`src/rtl/drum_dot_sequencer.sv`:
```
// -----------------------------------------------------------------------------
// drum_dot_sequencer
//
// Sequencer for the 8-lane DRUM approximate dot-product datapath. Operand
// beats (8 IFM lanes + 8 weight lanes, 16 bits each) arrive over a
// valid/ready handshake. Each accepted beat is registered onto the datapath
// inputs. The 35-bit partial sum that the datapath returns in the following
// cycle is added into a wide accumulator. After a programmed number of beats,
// the accumulated dot product is presented with a valid/ready handshake.
//
// Optional feature macro: DRUM_ACC_SAT_EN
//   defined   : the accumulator saturates at 2^ACC_W-1 and Out_Overflow is a
//               sticky flag.
//   undefined : the accumulator wraps modulo 2^ACC_W and Out_Overflow
//               stays 0.
//
// Parameters
//   ACC_W  accumulator / result width (must be >= 35)
//   LEN_W  width of the beat-count field
//
// Ports
//   clk              clock, all state on the rising edge
//   rst              asynchronous active-high reset
//   In_Start         job start pulse, honoured only in IDLE
//   In_Len           beats in the job, sampled with In_Start (0 is legal)
//   In_Valid         operand beat valid
//   Out_Ready        operand beat accept (high only in RUN)
//   In_IFM_Bus       8 IFM lanes, lane k at [16k+15:16k]
//   In_Weight_Bus    8 weight lanes, same packing
//   Out_IFM_Bus      registered IFM lanes to the datapath
//   Out_Weight_Bus   registered weight lanes to the datapath
//   In_Psum          unsigned datapath sum of the 8 products
//   Out_Result       accumulated dot product
//   Out_Valid        result valid (DONE state)
//   In_Result_Ready  result consumed when Out_Valid & In_Result_Ready
//   Out_Busy         high in every state except IDLE
//   Out_Overflow     sticky accumulator overflow flag
// -----------------------------------------------------------------------------
module drum_dot_sequencer #(
   parameter int ACC_W = 43,
   parameter int LEN_W = 8
) (
   input  logic             clk,
   input  logic             rst,
   input  logic             In_Start,
   input  logic [LEN_W-1:0] In_Len,
   input  logic             In_Valid,
   output logic             Out_Ready,
   input  logic [127:0]     In_IFM_Bus,
   input  logic [127:0]     In_Weight_Bus,
   output logic [127:0]     Out_IFM_Bus,
   output logic [127:0]     Out_Weight_Bus,
   input  logic [34:0]      In_Psum,
   output logic [ACC_W-1:0] Out_Result,
   output logic             Out_Valid,
   input  logic             In_Result_Ready,
   output logic             Out_Busy,
   output logic             Out_Overflow
);

   typedef enum logic [1:0] {
      IDLE  = 2'd0,
      RUN   = 2'd1,
      DRAIN = 2'd2,
      DONE  = 2'd3
   } state_t;

   state_t           state;
   logic [LEN_W-1:0] remaining;   // beats still to be accepted in this job
   logic             v1;          // datapath inputs hold a fresh beat this cycle
   logic [ACC_W-1:0] acc;
   logic             ovf;

   logic             accept;
   logic [ACC_W-1:0] psum_ext;
   logic [ACC_W-1:0] acc_next;
   logic             ovf_next;

   // Out_Ready is only ever high in RUN, so this is the complete accept term.
   assign accept   = In_Valid & Out_Ready;

   // Zero-extension of the unsigned partial sum; ACC_W is at least 35.
   assign psum_ext = ACC_W'(In_Psum);

`ifdef DRUM_ACC_SAT_EN
   // One extra bit catches the carry out of the true sum.
   logic [ACC_W:0] sum_wide;

   // NOTE: every signal written in always_comb gets a value on every path,
   // otherwise synthesis infers a latch to hold the old value.
   always_comb begin
      sum_wide = {1'b0, acc} + {1'b0, psum_ext};
      acc_next = sum_wide[ACC_W-1:0];
      ovf_next = 1'b0;
      if (sum_wide[ACC_W]) begin
         // Clamp; once at full scale, later adds carry again and stay clamped.
         acc_next = '1;
         ovf_next = 1'b1;
      end
   end
`else
   // Wrapping accumulator; the overflow register can never be set.
   always_comb begin
      acc_next = acc + psum_ext;
      ovf_next = 1'b0;
   end
`endif

   // NOTE: sequential state uses non-blocking assignments so every register
   // samples pre-edge values, independent of statement order in the block.
   always_ff @(posedge clk or posedge rst) begin
      if (rst) begin
         state          <= IDLE;
         remaining      <= '0;
         v1             <= 1'b0;
         acc            <= '0;
         ovf            <= 1'b0;
         Out_Ready      <= 1'b0;
         Out_Valid      <= 1'b0;
         Out_Busy       <= 1'b0;
         Out_IFM_Bus    <= '0;
         Out_Weight_Bus <= '0;
      end else begin
         // Stage flag follows the handshake; gaps clear it.
         v1 <= accept;

         // Datapath operand registers hold their value between beats.
         if (accept) begin
            Out_IFM_Bus    <= In_IFM_Bus;
            Out_Weight_Bus <= In_Weight_Bus;
         end

         // Accumulate in any state whenever the datapath carries a fresh beat.
         if (v1) begin
            acc <= acc_next;
            if (ovf_next) begin
               ovf <= 1'b1;
            end
         end

         case (state)
            IDLE: begin
               if (In_Start) begin
                  remaining <= In_Len;
                  acc       <= '0;     // v1 is never set in IDLE, so no add is lost
                  ovf       <= 1'b0;
                  Out_Busy  <= 1'b1;
                  if (In_Len == '0) begin
                     state     <= DONE;
                     Out_Valid <= 1'b1;
                  end else begin
                     state     <= RUN;
                     Out_Ready <= 1'b1;
                  end
               end
            end

            RUN: begin
               if (accept) begin
                  remaining <= remaining - LEN_W'(1);
                  if (remaining == LEN_W'(1)) begin
                     state     <= DRAIN;
                     Out_Ready <= 1'b0;
                  end
               end
            end

            // The last beat's psum is added on this edge (v1 is set).
            DRAIN: begin
               state     <= DONE;
               Out_Valid <= 1'b1;
            end

            // acc is stable here because v1 is always clear in DONE.
            DONE: begin
               if (In_Result_Ready) begin
                  state     <= IDLE;
                  Out_Valid <= 1'b0;
                  Out_Busy  <= 1'b0;
               end
            end

            default: begin
               state <= IDLE;
            end
         endcase
      end
   end

   assign Out_Result   = acc;
   assign Out_Overflow = ovf;

endmodule
```
`config.mk`:
```
export PLATFORM = sky130hd
export DESIGN_NAME = drum_dot_sequencer
export DESIGN_NICKNAME = d
export VERILOG_FILES = /design/src/rtl/drum_dot_sequencer.sv
export SDC_FILE = /design/constraint.sdc
export NUM_CORES = 1
export LEC_CHECK = 0
export ABC_AREA = 1
export CAP_MARGIN = 20
export CORE_AREA = 2 2 238 240
export CTS_CLUSTER_DIAMETER = 120
export CTS_CLUSTER_SIZE = 10
export DETAILED_ROUTE_END_ITERATION = 8
export DIE_AREA = 0 0 240 242
export SYNTH_ARGS = -nofsm -noshare
export SYNTH_HDL_FRONTEND = slang
export SYNTH_SLANG_ARGS = --single-unit
```
`constraint.sdc`:
```
create_clock -name clk -period 28.8 [get_ports clk]
set_input_delay 2.88 -clock clk [delete_from_list [all_inputs] [get_ports clk]]
set_output_delay 2.88 -clock clk [all_outputs]
set_load 0.05 [all_outputs]
```
==> results of run 1 <==
-- tightest hold or removal path, cell delays in order (launching register included) --
cell and delay (ns):
dfrtp_1 0.34, nand2_1 0.05, nand2_1 0.05
-- power by group through the flow --
stage | Combinational, mW | Sequential [mW] | Clock, mW
floorplan | 0.0365 | 0.452 | 0
global placement | 0.0994 | 0.449 | 0
detailed placement | 0.0995 | 0.449 | 0
CTS | 0.0998 | 0.441 | 0.442
global route | 0.109 | 0.441 | 0.456
finish | 0.0998 | 0.442 | 0.426
-- Yosys cell counts, drive strengths merged --
cell type,instances
nand2,1111
dfrtp,313
inv,181
nor2,160
nand3,67
clkbuf,44
ha,41
o21ai,40
a21oi,39
buf,29
xor2,13
o211ai,8
nand4,5
or2,5
a31oi,4
nor3,4
o21bai,4
clkinv,3
and2,2
o21a,2
o22ai,2
a21o,1
a22oi,1
conb,1
fa,1
mux2i,1
nand3b,1
nor3b,1
nor4,1
-- per-stage QoR --
stage,setup WS (ns),hold slack (ns)
finish,23.84,0.4746
global route,23.74,0.4899
CTS,23.83,0.4792
detailed placement,23.28,0.4637
global placement,23.29,0.4609
floorplan,17.26,0.4688
-- layer usage --
layer  routed length, µm  vias up
met3                5095      102
met4                1755       20
met5                 137        -
li1                    -     7480
met1               26640     7166
met2               32180      486
-- sequential cells by signal, summed over array words and instances, names as in the netlist --
name	cells
Out_Valid	1
remaining	8
Out_Result	43
Out_IFM_Bus	128
v1	1
state	2
Out_Ready	1
Out_Weight_Bus	128
Out_Busy	1
-- logic make-up (layout without fill, tap and decap cells) --
| logic type | count (synthesis) | after routing | share of synthesized area [%] |
|---|---|---|---|
| simple gates | 1357 | 1357 | 34.85 |
| flops | 313 | 313 | 50.59 |
| buf+inv | 257 | 844 | 6.441 |
| compound gates | 101 | 101 | 3.847 |
| fa+ha+maj | 42 | 42 | 3.443 |
| xor+xnor | 13 | 13 | 0.7355 |
| other cells | 1 | 5 | 0.02422 |
| mux | 1 | 1 | 0.06466 |
-- worst max path at each step --
stage | endpoint | slack (ns) | cells past startpoint
floorplan | Out_Busy | 17.26 | 1
detailed placement | Out_Weight_Bus[83] | 23.28 | 6
global route | Out_IFM_Bus[0] | 23.74 | 6
finish | Out_Result[35] | 23.84 | 1
CTS | Out_Result[35] | 23.83 | 1
global placement | Out_Weight_Bus[72] | 23.29 | 6
-- area by class of cell --
cell class              instances  area, µm²
multi-input cells            1515       6659
fillers                      5781      32350
inverters                     184      705.7
clock inverters                 3      45.04
well taps                     756      945.9
repair buffers                618       6226
flip-flops and latches        313       7834
diodes                          4      10.01
clock buffers                  39      954.7
==> results.toml, run 1 <==
[clock_network]
clkTransAtPathRegs_ns = 0.07
insertion_delay_ns = 0.55
cts_tree = "built"
clockBufferDepth = 3
cts_resized = 0
cts-buffers-inserted = 37
cts_root_buffer = "clkbuf_16"
htreeDepth = 2
ctsHoldBuffers = 0
post_cts_buffers = 0
clkSinkCount = 313

[min_path]
min_path_type = "reg2reg"
hold_path_depth = 2
worstHoldEndpoint = "Out_IFM_Bus[37]"
min-delay-start = "Out_IFM_Bus[37]"

[sta]
rsz0062_at_grt = "false"
hold_viol_final = 0
period_share_pct = 17.22
drv_slew = 0
fin_setup_tns_ns = 0
tightestPinTransition_ns = 1.164
period_minus_slack_ns = 4.958
setup-violations-final = 0
skew_ns = 0.01673
relSlewSlack_pct = 22.42
max_freq_mhz = 201.7

[power_and_ir_drop]
power.density_mw_per_mm2 = 41.37
power_uw = 967.3
comb_power_share_pct = 10.3
switchingPower_uw = 240.5
p_leak_nw = 11.95
clock_power_share_pct = 44.0
p_int_uw = 726.8
power_frac_seq_pct = 45.6
sw_frac_of_total_pct = 24.86
vdd_drop_max_uv = 43.70

[placement]
gp_congestion = 0.9449
dpl-instance-area_mm2 = 0.02227
port_buffers = 605
place_hpwl_um = 50630
dp.cells = 3382

[grt]
grt_first_pass_wirelength_um = 96890
use_met3_pct = 6.871
grt.busiest_layer = "met2"
grt_antenna_before_repair = 17
grt_max_degree = 166
grt_use_met1_pct = 26.28
gr-usage-met2_pct = 38.57
grt_pass1_vias = 15380
gr-total-overflow = 0
grt_usage_pct = 22.16

[setup_path]
required_ns = 25.92
crit_type = "reg2out"
regToRegSetupSlack_ns = 26.31
cpMaxStageDelayCell = "clkdlybuf4s50_1"
crit_fanout = 8
critPathTopFamily = "buffers and inverters"
worst_setup_path_end_kind = "output port"
reg2reg_depth = 5
reg2reg_from = "Out_Ready"
arrival_ns = 2.08
slowest_delay_ns = 0.89
rr_endpoint = "Out_Weight_Bus[37]"
crit_path_start_kind = "flop"
crit_start = "Out_Result[35]"
crit_buf_inv = 1
crit_path_cell_trace = "clkdlybuf4s50_1"

[finish]
final_cell_area_mm2 = 0.02338
layout_commonest_cell = "nand2_1"
post-route-util_pct = 41.95
drive_gt1_share_pct = 4.790
nets = 3015
areaGrowthSynthToFinish_pct = 51.02
fin_cells = 3432
final_cell_mix = "1088 x nand2_1, 605 x clkdlybuf4s50_1, 312 x dfrtp_1, 177 x inv_1, 139 x nor2_1"

[logic_synthesis]
synth_warnings = 0
yosysSeqAreaShare_pct = 50.59
syn_inst = 2085
yosys-top-cells-area = "dfrtp_1 51%, nand2_1 26%, inv_1 4.3%, nor2_1 3.4%, ha_1 3.3%"
syn_area_mm2 = 0.01548
synth_top_area_cell = "dfrtp_1"
yosysTopAreaCellShare_pct = 50.59
ys_ff_latch = 313
avgSynthCellArea_um2 = 7.425
syn-num-nets = 2431
ys_types = 43

[floorplanning]
die_h_um = 242
coreArea_mm2 = 0.05573
die_w_um = 240
start_util_pct = 27.78
rows = 87
pin_count = 607
die_area_mm2 = 0.05808

[route]
wl_per_cell_um = 19.17
drtAntennaViolNets = 0
viasPerCell = 4.445
drtIter0Drc = 944
first_pass_iters = 6
vias = 15250
wl_um = 65810
drc = 0

[run]
maxCapViolations = 0

[run_status]
status = "complete, no violations"
(Power assumes the default switching activity.)
==> run 2, diff against run 1 <==
- CORE_AREA: 2 2 238 240 -> 2 2 234 236
- DIE_AREA: 0 0 240 242 -> 0 0 236 238
- clock period: 28.8 -> 4.8 ns (I/O delays scaled with it)
==> run 2 against run 1 <==
Final area decreased by 0.51%. Non-clock buffer count decreased by 1. Sequential share of layout area increased by 0.17 points. Largest power group unchanged.
==> results.toml, run 2 (synthesis gave the netlist of run 1 again) <==
[run_status]
status = "complete, no violations"

[clock_network]
cts-buffers-inserted = 37
clkTransAtPathRegs_ns = 0.06
post_cts_buffers = 0
clkSinkCount = 313
insertion_delay_ns = 0.54
htreeDepth = 2
cts_tree = "built"
cts_resized = 0
clockBufferDepth = 3
cts_root_buffer = "clkbuf_16"
ctsHoldBuffers = 0

[power_and_ir_drop]
p_int_mw = 4.328
p_leak_nw = 11.92
switchingPower_mw = 1.418
comb_power_share_pct = 10.2
sw_frac_of_total_pct = 24.68
vdd_drop_max_uv = 181.1
power_mw = 5.746
power_frac_seq_pct = 46.1
power.density_mw_per_mm2 = 247.0
clock_power_share_pct = 43.7

[route]
drc = 0
drtAntennaViolNets = 0
wl_um = 65770
first_pass_iters = 5
vias = 15470
drtIter0Drc = 965
viasPerCell = 4.585
wl_per_cell_um = 19.50

[sta]
period_minus_slack_ns = 2.739
skew_ns = 0.01444
drv_slew = 0
fin_setup_tns_ns = 0
relSlewSlack_pct = 31.70
max_freq_mhz = 365.1
setup-violations-final = 0
rsz0062_at_grt = "false"
tightestPinTransition_ns = 1.024
period_share_pct = 57.07
hold_viol_final = 0

[setup_path]
slowest_delay_ns = 0.64
worst_setup_path_end_kind = "flop"
crit_path_start_kind = "flop"
crit_buf_inv = 3
critPathTopFamily = "buffers and inverters"
arrival_ns = 3.20
crit_path_cell_trace = "nand2_4 > inv_8 > nor2_1 > inv_1 > o211ai_2 > inv_1 > o21ai_0 > o21ai_0"
reg2reg_from = "Out_Ready"
required_ns = 5.26
cpMaxStageDelayCell = "inv_8"
crit_start = "Out_Ready"
crit_type = "reg2reg"
crit_fanout = 110

[finish]
fillers = 5366
layout_commonest_cell = "nand2_1"
final_cell_mix = "1088 x nand2_1, 605 x clkdlybuf4s50_1, 312 x dfrtp_1, 177 x inv_1, 139 x nor2_1"
fin_cells = 3373
seqCellArea_mm2 = 0.007834
multiInputGateArea_mm2 = 0.006659
drive_gt1_share_pct = 4.755
post-route-util_pct = 43.48
areaGrowthSynthToFinish_pct = 50.25
final_cell_area_mm2 = 0.02326
nets = 3014

[floorplanning]
die_w_um = 236
start_util_pct = 28.94
rows = 85
pin_count = 607
coreArea_mm2 = 0.05350
die_area_mm2 = 0.05617
die_h_um = 238

[placement]
port_buffers = 605
dpl-instance-area_mm2 = 0.02224
place_hpwl_um = 51420
gp_congestion = 1.007
dp.cells = 3324

[grt]
grt_first_pass_wirelength_um = 97080
grt_max_degree = 140
gr-total-overflow = 0
grt_antenna_before_repair = 21
grt_usage_pct = 22.90
grt_pass1_vias = 15450

[min_path]
min_path_type = "in2async"

[run]
maxCapViolations = 0
-- run 2: final timing paths --
| kind | end | slack (ns) | cells after the start |
|---|---|---|---|
| max | remaining[7] | 2.06 | 8 |
| max in group asynchronous | Out_Result[33] | 3.00 | 3 |
| min | Out_Weight_Bus[29] | 0.46 | 2 |
| min in group clk | Out_Weight_Bus[22] | 0.46 | 3 |
| min reg2reg | Out_IFM_Bus[59] | 0.48 | 2 |
| max reg2reg | remaining[7] | 2.06 | 8 |
-- run 2: layout make-up --
| type | count | area share, % |
|---|---|---|
| sequential | 313 | 33.68 |
| clock buffer | 38 | 3.997 |
| timing repair buffer | 617 | 26.67 |
| clock inverter | 4 | 0.1990 |
| antenna | 6 | 0.06455 |
| inverter | 184 | 3.018 |
| multi-input combinational | 1515 | 28.63 |
| tap | 696 | 3.744 |
-- run 2: stage by stage --
step	setup slack (ns)	hold WS (ns)
final	2.061	0.4562
after global routing	1.782	0.4451
after CTS	2.125	0.4277
after detailed placement	1.631	0.4639
after global placement	1.714	0.4618
after floorplan	0.1511	0.4688
-- run 2: power groups by stage --
| stage | Combinational (mW) | Clock, mW | Sequential (mW) |
|---|---|---|---|
| floorplan | 0.219 | 0 | 2.71 |
| global placement | 0.585 | 0 | 2.70 |
| finish | 0.586 | 2.51 | 2.65 |
| detailed placement | 0.587 | 0 | 2.70 |
| CTS | 0.589 | 2.60 | 2.65 |
| global route | 0.640 | 2.69 | 2.65 |
-- run 2: routing by layer --
layer  vias up  global-route usage [%]  wire (µm)
li1       7464                       -          -
met1      7305                   26.90      25730
met2       561                   41.15      33260
met3       118                   6.004       4725
met4        18                   6.292       1934
met5         -                       0        126
-- run 2: worst reg2reg max path: stages (launching register included) --
cell      delay [ns]
dfrtp_1         0.47
nand2_4         0.46
inv_8           0.67
nor2_1          0.21
inv_1           0.09
o211ai_2        0.19
inv_1           0.24
o21ai_0         0.14
o21ai_0         0.18
==> run 3, diff against run 2 <==
- CORE_AREA: 2 2 234 236 -> 2 2 238 240
- DIE_AREA: 0 0 236 238 -> 0 0 240 242
- clock period: 4.8 -> 2.4 ns (I/O delays scaled with it)
==> run 3 against run 2 <==
Sequential share of layout area is 0.89 points lower. Power is 100% higher. Non-clock buffer count is 59 higher. First-iteration DRC count is 9.6% higher. Final area is 2.7% higher. Via count is 1.3% higher. Critical path type unchanged. Largest cell class unchanged. Largest power group unchanged.
==> results.toml, run 3 (synthesis gave the netlist of run 1 again) <==
[clock_network]
clkTransAtPathRegs_ns = 0.07
cts-buffers-inserted = 37
clkSinkCount = 313
cts_tree = "built"
htreeDepth = 2
clockBufferDepth = 3
post_cts_buffers = 0
cts_root_buffer = "clkbuf_16"
ctsHoldBuffers = 0
insertion_delay_ns = 0.55

[finish]
areaGrowthSynthToFinish_pct = 54.34
final_cell_area_mm2 = 0.02389
drive_gt1_share_pct = 6.847
nets = 3073
layout_commonest_cell = "nand2_1"
final_cell_mix = "1088 x nand2_1, 605 x clkdlybuf4s50_1, 312 x dfrtp_1, 177 x inv_1, 139 x nor2_1"

[setup_path]
crit_fanout = 5
reg2reg_from = "Out_Result[6]"
rr_endpoint = "Out_Result[30]"
crit_type = "reg2reg"
worst_setup_path_end_kind = "flop"
arrival_ns = 2.74
crit_path_start_kind = "flop"
reg2reg_depth = 10
regToRegSetupSlack_ns = 0.09
crit_start = "Out_Result[6]"
required_ns = 2.83

[floorplanning]
pin_count = 607
die_w_um = 240
die_area_mm2 = 0.05808
start_util_pct = 27.78
die_h_um = 242
rows = 87
coreArea_mm2 = 0.05573

[sta]
tightestPinTransition_ns = 0.8938
setup-violations-final = 0
fin_hold_ws_ns = 0.1059
worst_slack_ns = 0.09143
period_minus_slack_ns = 2.309
drv_slew = 0
hold_viol_final = 0
period_share_pct = 96.19
max_freq_mhz = 433.2
relSlewSlack_pct = 40.41
skew_ns = 0.03008
rsz0062_at_grt = "false"

[route]
drc = 0
vias = 15670
drtAntennaViolNets = 0
first_pass_iters = 6
drtIter0Drc = 1058
viasPerCell = 4.488
wl_per_cell_um = 19.01
wl_um = 66380

[placement]
dp_slack_ns = -0.06322
gp_congestion = 0.9612
port_buffers = 605
dpl-instance-area_mm2 = 0.02285
place_hpwl_um = 51460

[grt]
grt_first_pass_wirelength_um = 99720
grt_max_degree = 167
grt_usage_pct = 22.62
grt_pass1_vias = 15770
grt_antenna_before_repair = 17
gr-total-overflow = 0

[power_and_ir_drop]
vdd_drop_max_uv = 411.3
power.density_mw_per_mm2 = 489.8
power_mw = 11.70
p_leak_nw = 12.25

[min_path]
min_path_type = "in2async"

[run]
maxCapViolations = 0

[run_status]
status = "complete, no violations"
## run 3: cell count changes in the layout (fill, tap and decap cells not counted), moves of 2 or more
cell       previous run  this run
buf_12                3        10
clkinv_16             0         2
diode_2               6         4
buf_4                 8        61
inv_6                 3         0
## run 3: stage by stage
stage / TNS (ns) / instances / util [%]
floorplan: -628.78 / 2085 / -
global placement: -0.2500 / 3444 / 41.01
detailed placement: -0.1851 / 3444 / 41.01
CTS: 0 / 3487 / 42.85
global route: 0 / 3487 / 42.85
finish: 0 / 3491 / 42.87
## run 3: critical path, stage by stage, from the launching register on
cell	delay (ns)
dfrtp_1	0.44
ha_1	0.47
nand2_1	0.19
nor2_2	0.21
nand2_1	0.12
o21ai_2	0.24
nand2_1	0.13
nand3_1	0.09
nand3_1	0.15
nand2_1	0.10
inv_1	0.04
## run 3: how the worst max path moves through the flow
stage	to	slack [ns]	depth (start not counted)
global placement	Out_Result[32]	-0.07	17
floorplan	Out_Busy	-2.01	1
finish	Out_Result[30]	0.09	10
CTS	Out_Result[30]	0.14	10
detailed placement	Out_Result[30]	-0.06	11
global route	Out_Result[30]	0.003	10
## run 3: layout make-up
class                      instances  area (µm²)
clock buffer                      40       958.4
antenna                            4       10.01
sequential                       313        7834
fill                            5716       31840
clock inverter                     3       68.82
inverter                         184       701.9
multi-input combinational       1515        6661
timing repair buffer             676        6714
tap                              756       945.9
## run 3: timing repair
item	4_1_cts	5_1_grt
setup endpoints to repair	0	1
endpoints found under the hold margin	0	0
resized for setup	0	1
## run 3: metal layers
layer  track usage [%]  part of all wire (%)
met3             6.335                   7.9
met1             28.02                    41
met2             38.39                    48
met4             6.138                   2.8
met5                 0                  0.21
## run 3: power by group
group	switching, mW	leakage [nW]	internal (mW)	total [mW]
combinational	0.591	7.49	0.668	1.26
clock	2.30	0.498	2.84	5.14
sequential	0.0122	4.26	5.29	5.30
total	2.91	12.3	8.80	11.7
